==> src/rtl/inj_sched.sv <==
// Angle-scheduled multi-channel fuel injector driver: per-channel start-angle match,
// batch/sequential firing, latched pulse length, minimum off-time and overlap flagging.
module inj_sched #(
    parameter int N_CH    = 4,
    parameter int PHASE_W = 16,
    parameter int CNT_W   = 32,
    parameter int MIN_OFF = 64
) (
    input  logic                    clk,
    input  logic                    rst,
    input  logic                    en,
    input  logic                    trigger,
    input  logic [PHASE_W-1:0]      eng_phase,
    input  logic                    mode,
    input  logic [N_CH*PHASE_W-1:0] ch_phase,
    input  logic [CNT_W-1:0]        on_cycles,
    output logic [N_CH-1:0]         inj_out,
    output logic [N_CH-1:0]         busy,
    output logic [N_CH-1:0]         overlap_err
);

    typedef enum logic [1:0] {
        IDLE,
        ON,
        RECOVER
    } state_e;

    localparam bit             NO_RECOVER = (MIN_OFF == 0);
    localparam logic [CNT_W-1:0] REC_LAST = (MIN_OFF > 0) ? CNT_W'(MIN_OFF - 1) : '0;

    state_e           state_q [N_CH];
    state_e           state_d [N_CH];
    logic [CNT_W-1:0] cnt_q   [N_CH];
    logic [CNT_W-1:0] cnt_d   [N_CH];
    logic [CNT_W-1:0] len_q   [N_CH];
    logic [CNT_W-1:0] len_d   [N_CH];

    logic [N_CH-1:0] on_q, on_d;
    logic [N_CH-1:0] tg_q, tg_d;
    logic [N_CH-1:0] ovl_q, ovl_d;
    logic [N_CH-1:0] busy_q, busy_d;
    logic [N_CH-1:0] match, fire, last;

    always_comb begin
        for (int unsigned i = 0; i < N_CH; i++) begin
            state_d[i] = state_q[i];
            cnt_d[i]   = cnt_q[i];
            len_d[i]   = len_q[i];
            on_d[i]    = on_q[i];
            tg_d[i]    = tg_q[i];
            ovl_d[i]   = 1'b0;

            match[i] = trigger && (eng_phase == ch_phase[i*PHASE_W +: PHASE_W])
                       && (on_cycles != '0);
            fire[i]  = match[i] && (!mode || tg_q[i]);
            if (match[i]) tg_d[i] = !tg_q[i];

            // Final busy cycle: the channel re-arms on this same edge, so a request
            // arriving now starts the next pulse instead of being flagged.
            last[i] = (state_q[i] == ON && cnt_q[i] == len_q[i] && NO_RECOVER)
                      || (state_q[i] == RECOVER && cnt_q[i] == REC_LAST);

            case (state_q[i])
                ON: begin
                    if (cnt_q[i] == len_q[i]) begin
                        on_d[i]    = 1'b0;
                        cnt_d[i]   = '0;
                        state_d[i] = NO_RECOVER ? IDLE : RECOVER;
                    end else begin
                        cnt_d[i] = cnt_q[i] + CNT_W'(1);
                    end
                end
                RECOVER: begin
                    cnt_d[i] = cnt_q[i] + CNT_W'(1);
                    if (cnt_q[i] == REC_LAST) state_d[i] = IDLE;
                end
                default: state_d[i] = IDLE;
            endcase

            if (fire[i]) begin
                if (state_q[i] == IDLE || last[i]) begin
                    len_d[i]   = on_cycles;
                    cnt_d[i]   = CNT_W'(1);
                    on_d[i]    = 1'b1;
                    state_d[i] = ON;
                end else begin
                    ovl_d[i] = 1'b1;
                end
            end

            busy_d[i] = (state_d[i] != IDLE);
        end
    end

    always_ff @(posedge clk) begin
        if (rst) begin
            for (int unsigned i = 0; i < N_CH; i++) begin
                state_q[i] <= IDLE;
                cnt_q[i]   <= '0;
                len_q[i]   <= '0;
            end
            on_q   <= '0;
            tg_q   <= '0;
            ovl_q  <= '0;
            busy_q <= '0;
        end else begin
            for (int unsigned i = 0; i < N_CH; i++) begin
                state_q[i] <= state_d[i];
                cnt_q[i]   <= cnt_d[i];
                len_q[i]   <= len_d[i];
            end
            on_q   <= on_d;
            tg_q   <= tg_d;
            ovl_q  <= ovl_d;
            busy_q <= busy_d;
        end
    end

    assign inj_out     = on_q & {N_CH{en}};
    assign busy        = busy_q;
    assign overlap_err = ovl_q;

endmodule

==> config.mk <==
export PLATFORM = sky130hd
export DESIGN_NAME = inj_sched
export DESIGN_NICKNAME = d
export VERILOG_FILES = /design/src/rtl/inj_sched.sv
export SDC_FILE = /design/constraint.sdc
export NUM_CORES = 1
export LEC_CHECK = 0
export ABC_AREA = 1
export BUFFER_PORTS_ARGS = -buffer_cell sky130_fd_sc_hd__buf_2
export CAP_MARGIN = 20
export CORE_MARGIN = 2
export CORE_UTILIZATION = 45
export CTS_CLUSTER_DIAMETER = 120
export CTS_CLUSTER_SIZE = 10
export DETAILED_ROUTE_END_ITERATION = 16
export GPL_TIMING_DRIVEN = 0
export PLACE_DENSITY_LB_ADDON = 0.2
export SETUP_SLACK_MARGIN = 0.1
export SLEW_MARGIN = 20
export SYNTH_ARGS = -nofsm -noshare
export SYNTH_HDL_FRONTEND = slang
export SYNTH_SLANG_ARGS = --single-unit
==> constraint.sdc <==
create_clock -name clk -period 3 [get_ports clk]
set_input_delay 0.15 -clock clk [delete_from_list [all_inputs] [get_ports clk]]
set_output_delay 0.15 -clock clk [all_outputs]
set_load 0.01 [all_outputs]
==> impl_results.md <==
* Buffer cell driving the clock tree root: sky130_fd_sc_hd__clkbuf_16
* Inserted Diodes at 0
* Category of the worst setup path capture point: flop
* Post-synthesis share of cell area spent on xor and xnor gates at 0.107
* Setup slack on the worst flop-to-flop path at ~580 ps
* Number of standard cells in the layout, taps in and fillers out at between 3000 and 4000
* Maximum number of pins on one net before global-route repair at 17
* Relative slew slack at 0.359
* Dominant combinational cell family by area after synthesis: simple AND/OR/NAND/NOR gates
* Mux cell area share after synthesis at 0
* Async set-or-reset flop fraction in the synthesized netlist at 0
* Worst setup SP type: flop
* Reg-to-reg endpoint: cnt_q[2][26]$_SDFF_PP0_
* Instance count after placement with tap cells included at approximately 3100
* Endpoints failing hold at 0
* Yosys Warn Count at 0
* DR vias at 16027
* Worst min path class: primary input to flop
* Fraction of the yosys area taken by sequential cells at 0.342
* Synthesized-area fraction occupied by and/or/nand/nor cells at 0.375
* Flop pwr share at 0.492
* Clk pin slew, worst setup/hold paths at 60 ps
* Most common cell after layout, fill and taps aside: sky130_fd_sc_hd__nor2_1
* R2R cell count at 12
* Fmax achieved at between 400 and 500 MHz
* Post-synth EDFFs at 0
* Number of standard-cell rows in the floorplan at roughly 70
* Capture endpoint of the worst hold path: overlap_err[0]$_SDFF_PP0_
* Overflow left after global routing at 0
* Mapped cell area at about 16000 um2
* Synth-to-Final Area Change at 14.1%
* Area fraction of the dominant cell type after synthesis at 0.342
* Area of the die at about 38000 um2
* Setup Total Neg Slack at 0 ps
* Post-detailed-route wirelength per cell at between 15 and 20 um
* ANT nets after route at 0
* Clock tree skew after final layout at a little over 20 ps
* Hold Path Stages at 6
* Area fraction in compound gates after synthesis at 0.0654
* Final period demand of the worst path at around 2400 ps
* Drt via density at between 5 and 6
* CTS tree: yes
* Main area contributors after synthesis: sky130_fd_sc_hd__dfxtp_1, sky130_fd_sc_hd__nor2_1, sky130_fd_sc_hd__nand2_1
* Adder-cell share of the synthesized area at 0.0122
* Total global routing track utilization at 0.268
* Number of DRC markers after the initial detailed-route iteration at ~1100
* Peak ir drop on the vdd network at about 0.43 mV
* Buffers inserted during post-CTS setup optimization at 0
* Number of global-route vias before repair at roughly 15000
* Internal cell power at 5.72 mW
* Power per Cell Area at around 400 nW/um2
* CP Max Fanout at 10
* Number of CTS-inserted buffers at 31
* Antenna violations before repair at 0
* Final wirelength at a little over 50000 um
* Clock sink count at 280
* Detail Placement HPWL at 39000 um
* Filler instances at ~3700
* Data required, critical path at roughly 3500 ps
* Nets at ~2800
* Mean area per synthesized cell at 6.53 um2
* Setup repair after global routing missed its margin: false
* Number of port buffers at approximately 120
* Max-slew violation count at 0
* Reg-to-reg critical path startpoint: state_q[2][0]$_SDFF_PP0_
* Source-to-sink clock delay at the later pin of the worst-skew pair at 580 ps
* DRC errors left at 0
* Critical path start-end classification: flop to flop
* Starting utilization of the core area at 0.458
* Area of the core at approximately 36000 um2
* Final-report setup violation count at 0
* Top_reg_cell synth: sky130_fd_sc_hd__dfxtp_1
* LEAKAGE at about 8.5 nW
* Wire length of the first global-routing pass at approximately 81000 um
* Layout cells sized above 1 at 0.104
* Commonest cells after routing, fill and taps aside: sky130_fd_sc_hd__nor2_1, sky130_fd_sc_hd__nand2_1, sky130_fd_sc_hd__inv_1
* Largest area contributor in the netlist: sky130_fd_sc_hd__dfxtp_1
* H-tree levels at 1
* I/O pin count at about 130
* Net Sw Frac at 0.244
* Maxcap violations at 0
* Overall die width at slightly below 200 um
* Clock group share of total power at 0.435
* Final GP Congestion at slightly below 1
* Power share of the combinational group at 0.073
* Tightest Pin Transition at slightly below 1000 ps
* CTS resizes at 0
* Seq cells post-synth at 280
* Min-delay src: ch_phase[15]
* Syn nets at about 2600
* Number of optimization iterations in the first detailed-route pass at 5
* Worst EP arrival at just under 3000 ps
* Y dimension of the die at a little under 200 um
* Number of buffers on the longest clock path at 3
* Count of mapped cells out of synthesis at roughly 2500
* Count of unique library cells instantiated by Yosys at 45
* Switching pwr at 1.84 mW
* Final Cycle Share at 0.807
* Run status: finished, final reports clean
[worst max path at each step]
stage,cells past startpoint,endpoint,slack [ps],startpoint
4_1_cts,11,cnt_q[2][18]$_SDFF_PP0_,610,cnt_q[2][0]$_SDFF_PP0_
3_3_place_gp,11,cnt_q[2][16]$_SDFF_PP0_,650,cnt_q[2][0]$_SDFF_PP0_
5_1_grt,12,cnt_q[2][26]$_SDFF_PP0_,420,state_q[2][0]$_SDFF_PP0_
3_5_place_dp,11,cnt_q[2][18]$_SDFF_PP0_,620,cnt_q[2][0]$_SDFF_PP0_
6_report,12,cnt_q[2][26]$_SDFF_PP0_,580,state_q[2][0]$_SDFF_PP0_
2_1_floorplan,12,cnt_q[2][26]$_SDFF_PP0_,1090,state_q[2][0]$_SDFF_PP0_
[cell families (layout without fill, tap and decap cells)]
kind of cell	after synthesis	in the layout
AO/OA/AOI/OAI	208	208
adder cells (fa/ha/maj)	16	16
flip-flops	280	280
AND/OR/NAND/NOR	1436	1436
buffers and inverters	368	554
XOR/XNOR	200	200
[timing repair]
| action | in CTS | in global routing |
|---|---|---|
| hold buffers | 33 | 0 |
| endpoints found under the hold margin | 130 | 0 |
| endpoints found under the setup margin | 0 | 0 |
[worst max-delay path: stages (launching register included)]
cell and delay [ps]:
sky130_fd_sc_hd__dfxtp_1 350, sky130_fd_sc_hd__inv_1 70, sky130_fd_sc_hd__ha_1 270, sky130_fd_sc_hd__buf_4 190, sky130_fd_sc_hd__inv_4 80, sky130_fd_sc_hd__nor2_1 220, sky130_fd_sc_hd__nand2_1 200, sky130_fd_sc_hd__nor3_2 300
sky130_fd_sc_hd__inv_1 110, sky130_fd_sc_hd__nor2_2 160, sky130_fd_sc_hd__nand3_1 130, sky130_fd_sc_hd__xor2_1 160, sky130_fd_sc_hd__nor2_1 110
[per-stage QoR]
step | hold WS, ps | util | total power, mW | cell area (um2) | setup WS, ps
after floorplan | 285 | - | 4.03 | 16400 | 1090
after global placement | 470 | 0.491 | 4.31 | 17600 | 647
after detailed placement | 470 | 0.491 | 4.31 | 17600 | 620
after CTS | 33.2 | 0.523 | 7.61 | 18700 | 607
after global routing | 79.5 | 0.523 | 7.79 | 18700 | 425
final | 50.4 | 0.523 | 7.56 | 18700 | 579
[synth_stat cells (2+ instances only)]
cell type                  count
sky130_fd_sc_hd__a31oi_1       2
sky130_fd_sc_hd__nand3_4       6
sky130_fd_sc_hd__nor4_1        8
sky130_fd_sc_hd__buf_6        21
sky130_fd_sc_hd__inv_2         7
sky130_fd_sc_hd__nor3_4        2
sky130_fd_sc_hd__o22ai_1       3
sky130_fd_sc_hd__nand3_2       9
sky130_fd_sc_hd__and2_4        2
sky130_fd_sc_hd__nor3_2        6
sky130_fd_sc_hd__o21ai_1       3
sky130_fd_sc_hd__nand3_1      79
sky130_fd_sc_hd__nor2_1      600
sky130_fd_sc_hd__nand3b_1      8
sky130_fd_sc_hd__a21oi_2       4
sky130_fd_sc_hd__clkbuf_1     19
sky130_fd_sc_hd__nand2_4       2
sky130_fd_sc_hd__nor2_4        6
sky130_fd_sc_hd__xor2_1       84
sky130_fd_sc_hd__nor3_1       55
sky130_fd_sc_hd__nand2_1     552
sky130_fd_sc_hd__o21ai_0     164
sky130_fd_sc_hd__buf_4        10
sky130_fd_sc_hd__clkbuf_2      5
sky130_fd_sc_hd__a21oi_1      29
sky130_fd_sc_hd__nand4_1      68
sky130_fd_sc_hd__nand2_2       7
sky130_fd_sc_hd__ha_1         16
sky130_fd_sc_hd__dfxtp_1     280
sky130_fd_sc_hd__or2_2         6
sky130_fd_sc_hd__inv_1       284
sky130_fd_sc_hd__nor2_2       13
sky130_fd_sc_hd__nor3b_1       2
sky130_fd_sc_hd__buf_2        20
sky130_fd_sc_hd__xnor2_1     116
[state kept, by name, indices dropped and copies added (netlist names)]
name / flops
len_q: 128
cnt_q: 128
tg_q: 4
state_q: 8
busy: 4
overlap_err: 4
on_q: 4
[cell type report]
cell class	instances	area (um2)	area share
multi-input combinational	1860	9170	0.490
sequential	280	5610	0.300
tap	461	577	0.0309
timing repair buffer	154	936	0.0501
inverter	292	1100	0.0588
buffer	76	512	0.0274
clock inverter	1	20.0	0.00107
clock buffer	31	776	0.0415
[power groups by stage]
stage / Sequential, mW / Clock (mW) / Combinational, mW
6_report: 3.72 / 3.29 / 0.554
5_1_grt: 3.72 / 3.49 / 0.586
4_1_cts: 3.72 / 3.35 / 0.543
3_5_place_dp: 3.80 / 0 / 0.509
3_3_place_gp: 3.80 / 0 / 0.506
2_1_floorplan: 3.80 / 0 / 0.234
[metal layers]
metal	global-route usage	share of wire	wire (um)
met1	0.368	0.46	24000
met2	0.445	0.45	23300
met3	0.0328	0.057	2920
met4	0.0690	0.026	1350
met5	0	0	0
No activity file was read; power rests on OpenSTA's default activity.
